$ cat config.mk
export PLATFORM = sky130hd
export DESIGN_NAME = axi_rd_slv_mem
export DESIGN_NICKNAME = d
export VERILOG_FILES = /design/src/rtl/axi_rd_slv_mem.sv
export SDC_FILE = /design/constraint.sdc
export NUM_CORES = 1
export LEC_CHECK = 0
export CAP_MARGIN = 10
export CORE_MARGIN = 1
export CORE_UTILIZATION = 34
export DETAILED_ROUTE_END_ITERATION = 6
export HOLD_SLACK_MARGIN = 0.08
export PLACE_DENSITY = 0.76
export SYNTH_ARGS = -nofsm -noshare
export SYNTH_HDL_FRONTEND = slang
export SYNTH_SLANG_ARGS = --single-unit
$ cat constraint.sdc
create_clock -name clk -period 1.9 [get_ports clk]
set_clock_uncertainty 0.05 [all_clocks]
set_input_delay 0.475 -clock clk [delete_from_list [all_inputs] [get_ports clk]]
set_output_delay 0.475 -clock clk [all_outputs]
set_load 0.02 [all_outputs]
$ cat src/rtl/axi_rd_slv_mem.sv
// AXI read-channel responder serving bursts from a one-cycle-latency 64-bit memory.
// Define AXI_RD_SLV_RESP_CHK_EN to enable DECERR/SLVERR response checking.
module axi_rd_slv_mem #(
  parameter int DWIDTH = 64,
  parameter int AWIDTH = 6
) (
  input  logic              clk,
  input  logic              rst,
  input  logic [3:0]        ARID,
  input  logic [31:0]       ARADDR,
  input  logic [3:0]        ARLEN,
  input  logic [2:0]        ARSIZE,
  input  logic [1:0]        ARBURST,
  input  logic              ARVALID,
  output logic              ARREADY,
  output logic [3:0]        RID,
  output logic [DWIDTH-1:0] RDATA,
  output logic [1:0]        RRESP,
  output logic              RLAST,
  output logic              RUSER,
  output logic              RVALID,
  input  logic              RREADY,
  output logic [AWIDTH-1:0] mem_raddr,
  input  logic [DWIDTH-1:0] mem_rdata
);
  typedef enum logic [1:0] {IDLE, FETCH, DATA} state_t;
  localparam logic [1:0] M_FIXED = 2'd0, M_INCR = 2'd1, M_WRAP = 2'd2;

  state_t            state, state_nxt;
  logic [AWIDTH-1:0] wa, wa_step, ar_wa, wrap_mask;
  logic [3:0]        len_q, beat_cnt;
  logic [1:0]        mode_q, ar_mode, ar_resp;
  logic              decerr_q, ar_decerr, wrap_ok, last, ar_hs, unused_ok;
  logic [DWIDTH-1:0] rdata_q;

  assign ar_wa   = ARADDR[AWIDTH+2:3];
  assign wrap_ok = (ARLEN == 4'd1) || (ARLEN == 4'd3) || (ARLEN == 4'd7) || (ARLEN == 4'd15);
  assign ar_hs   = (state == IDLE) && ARVALID && !rst;
  assign last    = (beat_cnt == len_q);

  // Reserved burst type and illegal WRAP lengths fall back to INCR
  always_comb begin
    ar_mode = M_INCR;
    if (ARBURST == 2'b00)                ar_mode = M_FIXED;
    else if (ARBURST == 2'b10 && wrap_ok) ar_mode = M_WRAP;
  end

`ifdef AXI_RD_SLV_RESP_CHK_EN
  logic slverr;
  assign ar_decerr = |(ARADDR >> (AWIDTH + 3));
  assign slverr    = (ARSIZE != 3'd3) || (ARBURST == 2'b11) || (ARBURST == 2'b10 && !wrap_ok);
  assign ar_resp   = ar_decerr ? 2'b11 : (slverr ? 2'b10 : 2'b00);
  assign unused_ok = ^ARADDR[2:0];
`else
  assign ar_decerr = 1'b0;
  assign ar_resp   = 2'b00;
  assign unused_ok = ^{ARSIZE, ARADDR[31:AWIDTH+3], ARADDR[2:0]};
`endif

  // WRAP: len_q is 2^k-1, so it doubles as the mask of the wrapping low bits
  assign wrap_mask = AWIDTH'(len_q);
  always_comb begin
    case (mode_q)
      M_FIXED: wa_step = wa;
      M_WRAP:  wa_step = (wa & ~wrap_mask) | ((wa + AWIDTH'(1)) & wrap_mask);
      default: wa_step = wa + AWIDTH'(1);
    endcase
  end

  // mem_raddr looks one cycle ahead so the word is on mem_rdata during FETCH
  always_comb begin
    state_nxt = state;
    mem_raddr = wa;
    case (state)
      IDLE:  if (ARVALID) begin
               state_nxt = FETCH;
               mem_raddr = ar_wa;
             end
      FETCH: state_nxt = DATA;
      DATA:  if (RREADY) begin
               if (last) state_nxt = IDLE;
               else begin
                 state_nxt = FETCH;
                 mem_raddr = wa_step;
               end
             end
      default: state_nxt = IDLE;
    endcase
    if (rst) mem_raddr = '0;
  end

  always_ff @(posedge clk) begin
    if (rst) begin
      state    <= IDLE;
      wa       <= '0;
      len_q    <= '0;
      beat_cnt <= '0;
      mode_q   <= M_INCR;
      RID      <= '0;
      RRESP    <= '0;
      decerr_q <= 1'b0;
      rdata_q  <= '0;
    end else begin
      state <= state_nxt;
      if (ar_hs) begin
        RID      <= ARID;
        len_q    <= ARLEN;
        mode_q   <= ar_mode;
        beat_cnt <= '0;
        wa       <= ar_wa;
        RRESP    <= ar_resp;
        decerr_q <= ar_decerr;
      end
      if (state == FETCH) rdata_q <= mem_rdata;
      if (state == DATA && RREADY && !last) begin
        beat_cnt <= beat_cnt + 4'd1;
        wa       <= wa_step;
      end
    end
  end

  assign ARREADY = (state == IDLE) && !rst;
  assign RVALID  = (state == DATA);
  assign RLAST   = RVALID && last;
  assign RDATA   = decerr_q ? '0 : rdata_q;
  assign RUSER   = 1'b0;
endmodule

=== After elaboration in Yosys (flattened, before gate mapping) ===
Cells that the tools add are included.
Widths: inputs -> output; s select.

* Output and inout bits: 80
* Bits in registers: 86
* Input bits: 113

* Reductions and logical operators: 17
* Add/subtract/negate cells: 2
* Muxes and demuxes: 16
* Bitwise operators: 4
* Equality and inequality tests: 11

{| class="wikitable"
|+ Operators with widths
! kind !! count
|-
| $mux 6 || 6
|-
| $pmux 6 s2 || 2
|-
| $mux 2 || 4
|-
| $mux 4 || 2
|-
| $logic_and 1x1->1 || 7
|-
| $add 6x1->6 const B || 1
|-
| $and 6x4->6 || 1
|-
| $and 6x6->6 || 1
|-
| $eq 2x2->1 const B || 3
|-
| $logic_not 2->1 || 3
|-
| $not 4->6 || 1
|-
| $or 6x6->6 || 1
|-
| $pmux 2 s3 || 1
|-
| $add 4x1->4 const B || 1
|-
| $eq 4x1->1 const B || 1
|-
| $eq 4x2->1 const B || 1
|-
| $eq 4x3->1 const B || 1
|-
| $eq 4x4->1 || 1
|-
| $eq 4x4->1 const B || 1
|-
| $logic_or 1x1->1 || 3
|-
| $eq 2x1->1 const B || 1
|-
| $logic_not 1->1 || 2
|-
| $ne 2x1->1 const B || 1
|-
| $ne 2x2->1 const B || 1
|-
| 3 further kinds || 3
|}

=== Logic depth before layout (Yosys ltp) ===
Gate-level depths: netlist of the first run.

* Word-level depth: 8
* Gate-level depth with buffers: 6
* Gate-level depth less buffers: 4

=== Worst setup path before layout of the first run ===
OpenSTA, ideal clock, no wires.

* Path type: in2out
* Start point: input rst
* End point: output mem_raddr[5]
* Arrival: 1.527 ns
* Stages on the path: 5
* Path slack: -0.152 ns
* Cell sequence: clkbuf_1 > nor2_1 > nand3_1 > a41oi_1 > a311o_1

* Longest elaborated chain between the ends: 1

{| class="wikitable"
|+ Ends and longest elaborated chain
! item !! RTL line !! source
|-
| start, declared || 8 || <nowiki>input logic rst,</nowiki>
|-
| $mux 6 || 89 || <nowiki>if (rst) mem_raddr = '0;</nowiki>
|-
| end, declared || 23 || <nowiki>output logic [AWIDTH-1:0] mem_raddr,</nowiki>
|}

No other way between the ends.

=== Final worst setup path of the first run ===
* Start point: register beat_cnt[0]
* End point: output mem_raddr[0]

* Longest elaborated chain between the ends: 5

{| class="wikitable"
|+ Ends and longest elaborated chain
! item !! RTL line !! source
|-
| start, declared || 31 || <nowiki>logic [3:0] len_q, beat_cnt;</nowiki>
|-
| start signal, assigned || 116 || <nowiki>beat_cnt <= beat_cnt + 4'd1;</nowiki>
|-
| $eq 4x4->1 || 39 || <nowiki>assign last = (beat_cnt == len_q);</nowiki>
|-
| $mux 6 || 81 || <nowiki>if (last) state_nxt = IDLE;</nowiki>
|-
| $mux 6 || 80 || <nowiki>DATA: if (RREADY) begin</nowiki>
|-
| $pmux 6 s2 || 74 || <nowiki>case (state)</nowiki>
|-
| $mux 6 || 89 ||
|}

No other way between the ends.

==> metrics.yaml, run 1 <==
outcome:
  status: "finished with violations"
  violations: "negative setup slack"
power_and_ir_drop:
  p_per_area_nw_per_um2: 760
  intPower_uw: 3300
  leakage_uw: 0.00233
  power_switching_uw: 1200
  peakVddDrop_mv: 0.487
  seqPwrFrac_pct: 43.6
  power.share.clock_pct: 35.2
  pwr-share-comb_pct: 21.2
  netSwitchingFraction_pct: 26.8
final_layout:
  nets: 743
  fillers: 853
  syn_to_final_growth_pct: 74.5
  antenna_cells: 0
  drive_gt1_share_pct: 18.8
floorplanning:
  die-width_um: 102
  core_region_area_um2: 9730
  ioPinCount: 193
  die_y_um: 102
  start_util_pct: 34.9
  rows: 36
  dieArea_um2: 10400
synthesis:
  synth_top_cell_area_share_pct: 50.8
  ys_seq_elements: 86
  yosysMostFrequentCell: "nand2_1"
  ys_types: 42
  async_flop_share_pct: 0
  synth_warnings: 0
  yosys-top-cells-count: "152 x nand2_1, 86 x dfxtp_1, 83 x a21oi_1"
  syn_inst: 432
  synth_top_cells_by_area: "dfxtp_1 51%, nand2_1 17%, a21oi_1 12%"
  ys.flop_type: "dfxtp_1"
  synth_edf_count: 0
  yosysTopAreaCell: "dfxtp_1"
  yosysSeqAreaShare_pct: 50.8
  syn_area_per_cell_um2: 7.85
  synthesis.area_um2: 3390
route:
  drtPass1Iterations: 4
  drcViolationCount: 0
  vias_per_cell: 4.80
  wire_per_inst_um: 13.6
  drt-total-wl_mm: 10.4
  ant_nets: 0
  first_iter_violations: 125
  vias: 3679
sta:
  slew_viol_final: 0
  setup_viol: 7
  finalCritPeriodShare_pct: 125
  final.min_clock_period_ns: 2.38
  hold_viol_final: 0
  relSlewSlack_pct: 55.2
  fmax_ghz: 0.420
  worstMarginPinSlew_ns: 0.672
  setup-tns-final_ns: -3.05
  rsz0062_at_grt: "true"
  postLayoutSetupSlackWorst_ns: -0.480
setup_path:
  path_class: "reg2out"
  critPathMaxFanout: 2
  cp.required_ns: 1.37
  slowest_delay_ns: 0.35
  arrival_ns: 1.86
  cpMostUsedCell: "buf_4"
  cpMaxStageDelayCell: "dfxtp_2"
  rr_worst_depth: 8
  r2r_end: "beat_cnt[3]"
  r2r_slack_ns: 0.04
  start_kind: "flop"
  end_kind: "primary output"
  reg2reg_from: "beat_cnt[0]"
  worstPathCellList: "xnor2_2 -> buf_4 -> buf_4 -> a41o_1 -> a32oi_2 -> nand3_1 -> buf_6"
hold_path:
  worstHoldStart: "rdata_q[12]"
  worstHoldEndpoint: "rdata_q[12]"
  holdPathStages: 2
  hold_path_class: "reg2reg"
clocking:
  clk_latency_ns: 0.35
  clock_path_buffers: 2
  tritoncts.num_buffers: 9
  clock_sinks: 86
  cts_tree: "done"
  cts_max_level: 3
  clk_pin_slew_ns: 0.09
  cts_root_buf: "clkbuf_8"
placed_design:
  gp_congestion: 0.837
  dp_slack_ns: -1.04
  place.port_buffers: 160
  dpl.hpwl_mm: 7.19
flow_run:
  drv_cap: 0
grt:
  grt.total_usage_pct: 19.4
  grt_max_degree: 66
  grt_overflow: 0
  grt_pass1_vias: 3382
  grt_first_pass_wirelength_mm: 15.6
  antenna_found_initial: 0
routing by layer:
| layer | global-route usage, % | vias up | wire length (um) |
|---|---|---|---|
| li1 | - | 1836 | - |
| met1 | 22.2 | 1682 | 4210 |
| met2 | 33.6 | 143 | 5210 |
| met3 | 6.50 | 18 | 838 |
| met4 | 7.25 | 0 | 174 |
| met5 | 0 | - | 0 |
cells in the final DEF (no fill, tap or decap), types with 3 or more instances in the layout:
| cell type | Yosys | final |
|---|---|---|
| a21oi_1 | 83 | 82 |
| buf_4 | 4 | 50 |
| buf_6 | 0 | 12 |
| bufinv_16 | 0 | 3 |
| clkbuf_8 | 0 | 9 |
| clkdlybuf4s50_1 | 0 | 139 |
| conb_1 | 1 | 3 |
| dfxtp_1 | 86 | 75 |
| dfxtp_2 | 0 | 9 |
| dlymetal6s2s_1 | 0 | 9 |
| inv_6 | 0 | 3 |
| nand2_1 | 152 | 152 |
| nand2b_1 | 4 | 3 |
| nand3_1 | 12 | 11 |
| nand4_1 | 3 | 3 |
| nor2_1 | 7 | 3 |
| o21ai_0 | 3 | 3 |
| or3_1 | 3 | 3 |
| xnor2_2 | 0 | 3 |
kinds of logic after synthesis:
group | after synthesis | share of synthesized area (%)
AOI/OAI and AO/OA | 110 | 18.4
xor gates and xnor gates | 5 | 1.29
adders and majority gates | 2 | 0.738
buffers and inverters | 35 | 4.68
DFF | 86 | 50.8
muxes | 1 | 0.332
other | 1 | 0.111
and+or+nand+nor | 192 | 23.7
state kept, by name, indices dropped and copies added (netlist names):
name      count
RID           4
beat_cnt      4
len_q         4
mode_q        2
rdata_q      64
state         2
wa            6
cell type report:
cell class	count	area [um2]	share of cell area (%)
Sequential cell	86	1740	29.4
Clock inverter	7	125	2.11
Inverter	2	7.51	0.127
Clock buffer	9	124	2.09
Timing Repair Buffer	216	2080	35.2
Multi-Input combinational cell	313	1670	28.3
Tap cell	133	166	2.81
worst max-delay path: cells and delay by family, from the launching register on:
family	cells	cell delay [ns]
buffers and inverters	3	0.43
and+or+nand+nor	1	0.12
AOI/OAI and AO/OA	2	0.47
DFF	1	0.35
xor gates and xnor gates	1	0.13
worst max-delay path by stage:
stage | startpoint | to | depth (start not counted)
after floorplan | rst | mem_raddr[5] | 5
after global placement | ARVALID | mem_raddr[2] | 6
after detailed placement | ARVALID | mem_raddr[2] | 6
after CTS | beat_cnt[2] | mem_raddr[0] | 8
after global routing | wa[1] | mem_raddr[5] | 5
final | beat_cnt[0] | mem_raddr[0] | 7
power groups by stage:
stage / sequential, uW / combinational [uW] / clock (uW)
3_3_place_gp: 2000 / 872 / 0
4_1_cts: 1960 / 930 / 1630
3_5_place_dp: 2000 / 880 / 0
5_1_grt: 1980 / 1020 / 1700
2_1_floorplan: 2090 / 298 / 0
6_report: 1960 / 952 / 1580
metrics by stage:
step	cells	instance area, um2	utilization (%)	power [uW]	hold slack [ns]
final	766	5920	60.8	4500	0.407
after global routing	766	5920	60.8	4700	0.425
after CTS	762	5820	59.8	4520	0.411
after detailed placement	735	5370	55.2	2880	0.398
after global placement	735	5370	55.2	2870	0.391
after floorplan	434	3420	-	2380	0.413
repair_timing:
| item | 4_1_cts | 5_1_grt |
|---|---|---|
| hold buffers | 0 | 0 |
| endpoints found under the setup margin | 9 | 17 |
| pin swaps | 17 | 9 |
| gates resized for setup | 84 | 20 |
| setup buffers | 13 | 4 |
No activity file was read; power rests on OpenSTA's default activity.
==> inputs of run 2 (changes only) <==
--- a/config.mk
+++ b/config.mk
@@ -7,10 +7,10 @@
 export LEC_CHECK = 0
 export CAP_MARGIN = 10
 export CORE_MARGIN = 1
-export CORE_UTILIZATION = 34
+export CORE_UTILIZATION = 38
 export DETAILED_ROUTE_END_ITERATION = 6
 export HOLD_SLACK_MARGIN = 0.08
-export PLACE_DENSITY = 0.76
+export PLACE_DENSITY = 0.8
 export SYNTH_ARGS = -nofsm -noshare
 export SYNTH_HDL_FRONTEND = slang
 export SYNTH_SLANG_ARGS = --single-unit
==> constraint.sdc (replaced) <==
create_clock -name clk -period 2.43 [get_ports clk]
set_clock_uncertainty 0.05 [all_clocks]
set_input_delay 0.6075 -clock clk [delete_from_list [all_inputs] [get_ports clk]]
set_output_delay 0.6075 -clock clk [all_outputs]
set_load 0.02 [all_outputs]
==> metrics.yaml, run 2 (synthesis results as in run 1) <==
setup_path:
  path_class: "reg2out"
  arrival_ns: 1.93  # +0.07 ns
  worstSetupStartpoint: "len_q[3]"
  r2r_slack_ns: 0.68  # +0.64 ns
  start_kind: "flop"
  critPathMaxFanout: 4  # +2
  cp.required_ns: 1.77  # +0.40 ns
  reg2reg_from: "beat_cnt[1]"
  end_kind: "primary output"
  rr_worst_depth: 6  # -2
clocking:
  cts_tree: "done"
  clk_latency_ns: 0.34  # about the same
  cts_max_level: 3  # unchanged
  clock_sinks: 86  # unchanged
  tritoncts.num_buffers: 9  # unchanged
  clk_pin_slew_ns: 0.08  # about the same
  clock_path_buffers: 2  # unchanged
  cts_root_buf: "clkbuf_8"
floorplanning:
  die-width_um: 96.5  # -5.3%
  core_region_area_um2: 8680  # -11%
  rows: 34  # -5.6%
  die_y_um: 96.5  # -5.3%
  start_util_pct: 39.1  # +4.2 points
  dieArea_um2: 9310  # -10%
  ioPinCount: 193  # unchanged
grt:
  grt_overflow: 0  # unchanged
  antenna_found_initial: 0  # unchanged
  grt_first_pass_wirelength_mm: 14.7  # -6.1%
  grt.total_usage_pct: 20.4  # +0.96 points
  grt_max_degree: 65  # -1.5%
  grt_pass1_vias: 3251  # -3.9%
power_and_ir_drop:
  leakage_uw: 0.00215  # -7.6%
  p_per_area_nw_per_um2: 597  # -21%
  peakVddDrop_mv: 0.323  # -34%
sta:
  finalCritPeriodShare_pct: 107
  fmax_ghz: 0.386
  relSlewSlack_pct: 57.4  # +2.2 points
  slew_viol_final: 0  # unchanged
  rsz0062_at_grt: "true"
  worstMarginPinSlew_ns: 0.639  # -0.0328 ns
  final.min_clock_period_ns: 2.59
  hold_viol_final: 0  # unchanged
  postLayoutSetupSlackWorst_ns: -0.162  # +0.318 ns
  setup_viol: 6  # -1
placed_design:
  gp_congestion: 0.902  # +7.7%
  place.port_buffers: 160  # unchanged
  placed_area_um2: 5290  # -1.5%
  dpl.hpwl_mm: 7.00  # -2.6%
  dp_cells: 709  # -3.5%
final_layout:
  top_register: "rdata_q"
  nets: 743  # unchanged
  final_cell_mix: "150 x nand2_1, 148 x clkdlybuf4s50_1, 81 x a21oi_1, 79 x dfxtp_1, 55 x buf_4"
  layout.cells.non_filler: 741  # -3.3%
  reg_top3: "rdata_q (64), wa (6)"
  largest_reg_flops: 64  # unchanged
  drive_gt1_share_pct: 17.1  # -1.7 points
  antenna_cells: 0  # unchanged
  design_area_um2: 5770  # -2.5%
  layout_commonest_cell: "nand2_1"
  syn_to_final_growth_pct: 70.2
route:
  drcViolationCount: 0  # unchanged
  drtPass1Iterations: 7  # +3
  first_iter_violations: 129  # +3.2%
  vias: 3665  # -0.38%
  vias_per_cell: 4.95  # +3.0%
  drt-total-wl_mm: 10.3  # -1.3%
  wire_per_inst_um: 13.9  # +2.1%
  ant_nets: 0  # unchanged
hold_path:
  hold_path_class: "reg2reg"
  holdPathStages: 2  # unchanged
  worstHoldStart: "rdata_q[34]"
flow_run:
  drv_cap: 0  # unchanged
outcome:
  status: "finished with violations"
  violations: "negative setup slack"
run 2: changes by cell type in the layout (fill, tap and decap cells not counted), moves of 3 or more:
cell,before,now
dlymetal6s2s_1,9,0
buf_6,12,5
dfxtp_1,75,79
dfxtp_2,9,6
clkdlybuf4s50_1,139,148
buf_4,50,55
run 2: cell type report:
type | instances | area, um2
timing repair buffer | 216 | 2020
clock inverter | 5 | 106
fill | 673 | 2910
clock buffer | 11 | 131
tap | 108 | 135
sequential | 86 | 1730
multi-input combinational | 313 | 1640
inverter | 2 | 7.51
run 2: path summary, 6_finish.rpt:
check,end
hold / removal,rdata_q[34]
setup reg to reg,beat_cnt[3]
setup / recovery,mem_raddr[1]
hold reg to reg,rdata_q[34]
run 2: through the flow:
step	hold WS [ns]	TNS (ns)	utilization [%]	power, uW	worst slack (ns)
after floorplan	0.413	0	-	1860	0.113
after global placement	0.391	-4.35	61.0	2220	-0.703
after detailed placement	0.396	-4.46	61.0	2230	-0.732
after CTS	0.407	-0.172	65.3	3450	-0.101
after global routing	0.423	-1.20	66.5	3610	-0.255
final	0.405	-0.678	66.5	3450	-0.162
run 2: critical path, cell delays in order (launching register included):
cell,delay [ns]
dfxtp_2,0.34
xnor2_2,0.24
buf_4,0.16
a41oi_2,0.14
buf_6,0.16
buf_6,0.11
a22oi_2,0.19
a21oi_2,0.09
buf_4,0.16
run 2: per-layer routing:
layer	GRT usage (%)	vias up	wire [um]	part of all wire [%]
met3	4.46	10	725	7.0
met5	0	-	0	0
li1	-	1839	-	-
met2	36.3	138	5230	51
met4	7.97	0	108	1.0
met1	23.6	1678	4240	41
run 2: what timing repair did:
| action | CTS | global route |
|---|---|---|
| cloned | 1 | 0 |
| endpoints found under the setup margin | 9 | 7 |
| setup buffers | 7 | 8 |
| pin swaps | 12 | 11 |
| resized for setup | 65 | 13 |
| hold buffers | 0 | 0 |
run 2: power breakdown:
part	switching (uW)	internal [uW]	leakage, uW
sequential	49.8	1480	0.000705
combinational	343	382	0.00133
clock	501	688	0.000114
==> inputs of run 3 (changes only) <==
--- a/config.mk
+++ b/config.mk
@@ -10,7 +10,7 @@
 export CORE_UTILIZATION = 38
 export DETAILED_ROUTE_END_ITERATION = 6
 export HOLD_SLACK_MARGIN = 0.08
-export PLACE_DENSITY = 0.8
+export PLACE_DENSITY = 0.78
 export SYNTH_ARGS = -nofsm -noshare
 export SYNTH_HDL_FRONTEND = slang
 export SYNTH_SLANG_ARGS = --single-unit
==> metrics.yaml, run 3 (synthesis results as in run 1) <==
outcome:
  status: "finished with violations"
  violations: "negative setup slack"
clocking:
  clock_sinks: 86  # unchanged
  cts_max_level: 3  # unchanged
  clk_pin_slew_ns: 0.09  # about the same
  cts_root_buf: "clkbuf_8"
  tritoncts.num_buffers: 9  # unchanged
  cts_hold_repair.buffers: 0  # unchanged
  clk_latency_ns: 0.34  # about the same
  clock_path_buffers: 2  # unchanged
  cts_tree: "done"
sta:
  worstMarginPinSlew_ns: 0.523  # -0.117 ns
  postLayoutSetupSlackWorst_ns: -0.0612  # +0.101 ns
  setup_viol: 3  # -3
  final.min_clock_period_ns: 2.49  # -0.101 ns
  rsz0062_at_grt: "true"
  fmax_ghz: 0.401  # +4.0%
  hold_viol_final: 0  # unchanged
  finalCritPeriodShare_pct: 103  # -4.1 points
  relSlewSlack_pct: 65.2  # +7.8 points
  slew_viol_final: 0  # unchanged
setup_path:
  reg2reg_from: "state[0]"
  cp.required_ns: 1.77  # about the same
  r2r_end: "wa[4]"
  start_kind: "flop"
  rr_worst_depth: 15  # +9
  cpMostUsedCell: "buf_4"
  path_delay_family: "buffers and inverters"
  path_class: "reg2out"
  r2r_slack_ns: 0.03  # -0.65 ns
  critPathMaxFanout: 3  # -1
  end_kind: "primary output"
  arrival_ns: 1.83  # -0.10 ns
  slowest_delay_ns: 0.36  # +0.02 ns
  critPathBufInv: 2  # -2
  worstPathCellList: "xnor2_2 -> nand4_1 -> buf_4 -> a22oi_2 -> o211ai_1 -> buf_4"
  cpMaxStageDelayCell: "dfxtp_1"
floorplanning:
  rows: 34  # unchanged
  core_region_area_um2: 8680  # unchanged
  dieArea_um2: 9310  # unchanged
  start_util_pct: 39.1  # unchanged
  die-width_um: 96.5  # unchanged
  ioPinCount: 193  # unchanged
  die_y_um: 96.5  # unchanged
route:
  ant_nets: 0  # unchanged
  first_iter_violations: 215  # +67%
  drt-total-wl_mm: 10.9  # +5.5%
  drtPass1Iterations: 4  # -3
  vias: 3688  # +0.63%
  drcViolationCount: 0  # unchanged
  wire_per_inst_um: 14.7  # +5.8%
  vias_per_cell: 4.99  # +0.90%
final_layout:
  drive_gt1_share_pct: 19.3  # +2.3 points
  reg_top3: "rdata_q (64), wa (6)"
  antenna_cells: 0  # unchanged
  top_register: "rdata_q"
  final_cell_mix: "150 x nand2_1, 149 x clkdlybuf4s50_1, 80 x a21oi_1, 75 x dfxtp_1, 52 x buf_4"
  largest_reg_flops: 64  # unchanged
  multi_input_area_um2: 1730  # +5.4%
  nets: 741  # -0.27%
  fillers: 695  # +3.3%
  design_area_um2: 5840  # +1.2%
  syn_to_final_growth_pct: 72.2
  seqCellArea_um2: 1750  # +0.87%
  layout_commonest_cell: "nand2_1"
grt:
  grt_overflow: 0  # unchanged
  grt_max_degree: 52  # -20%
  grt.total_usage_pct: 21.3  # +0.93 points
  grt_first_pass_wirelength_mm: 15.5  # +5.3%
  grt_pass1_vias: 3379  # +3.9%
  antenna_found_initial: 0  # unchanged
hold_path:
  holdPathStages: 2  # unchanged
  hold_path_class: "reg2reg"
  worstHoldEndpoint: "rdata_q[17]"
  worstHoldStart: "rdata_q[17]"
power_and_ir_drop:
  seqPwrFrac_pct: 45.7  # +1.2 points
  power_switching_uw: 914  # +2.3%
  power.share.clock_pct: 32.1  # -2.4 points
  intPower_uw: 2460  # -3.6%
  pwr-share-comb_pct: 22.2  # +1.2 points
  netSwitchingFraction_pct: 27.1  # +1.1 points
  leakage_uw: 0.00214  # -0.29%
  p_per_area_nw_per_um2: 578  # -3.2%
  peakVddDrop_mv: 0.307  # -5.0%
flow_run:
  drv_cap: 0  # unchanged
placed_design:
  dp_slack_ns: -0.751  # -0.0189 ns
  gp_congestion: 0.821  # -8.9%
  dpl.hpwl_mm: 7.09  # +1.3%
  place.port_buffers: 160  # unchanged
  placed_area_um2: 5270  # -0.43%
## run 3: cell count changes in the layout (fill, tap and decap cells not counted), sizes merged
cell / change
buf: -2
dlygate4sd2: -2
bufinv: -1
clkbuf: +1
clkdlybuf4s50: +1
clkinv: +1
## run 3: layout make-up
cell class	count	area share, %
multi-input combinational	313	29.6
sequential	86	29.9
clock buffer	11	2.25
tap	108	2.31
timing repair buffer	214	34.4
inverter	2	0.129
clock inverter	5	1.39
## run 3: power by group through the flow
stage	clock [uW]	combinational (uW)	sequential, uW
global route	1190	801	1550
floorplan	0	230	1630
finish	1080	749	1540
global placement	0	654	1560
detailed placement	0	664	1570
CTS	1120	715	1540
## run 3: how the worst max path moves through the flow
stage,from,depth (start not counted),endpoint
after floorplan,rst,5,mem_raddr[5]
after CTS,ARVALID,7,mem_raddr[5]
after detailed placement,RREADY,7,mem_raddr[1]
after global routing,beat_cnt[3],5,RLAST
after global placement,RREADY,7,mem_raddr[2]
final,beat_cnt[3],6,mem_raddr[2]
## run 3: metal layers
metal  part of all wire [%]  GRT usage, %  routed length (um)  vias to the layer above
met3                    7.9          4.46                 858                       25
met4                    1.9          7.84                 205                        0
met2                     50          37.2                5410                      163
li1                       -             -                   -                     1825
met5                      0             0                   0                        -
met1                     40          25.6                4400                     1675
## run 3: worst reg2reg max path: stages, from the launching register on
cell and delay (ns):
dfxtp_4 0.38, buf_4 0.15, nor3b_4 0.20, buf_6 0.13
buf_4 0.10, buf_4 0.12, a2bb2oi_4 0.07, buf_4 0.14
buf_4 0.12, buf_4 0.12, buf_4 0.12, buf_4 0.12
buf_4 0.13, buf_4 0.12, buf_4 0.13, o22ai_1 0.14
## run 3: stage by stage
stage          TNS (ns)  utilization, %  std cells  hold slack [ns]  total power (uW)
5_1_grt          -0.432            67.3        739            0.420              3540
4_1_cts               0            65.6        735            0.408              3370
3_3_place_gp      -4.08            60.7        706            0.391              2220
2_1_floorplan         0               -        434            0.413              1860
6_report        -0.0992            67.3        739            0.407              3380
3_5_place_dp      -4.45            60.7        706            0.396              2230
## run 3: timing repair
| action | in CTS | in global routing |
|---|---|---|
| setup buffers | 14 | 4 |
| setup endpoints to repair | 8 | 7 |
| pin swaps | 11 | 14 |
| resized for setup | 70 | 32 |
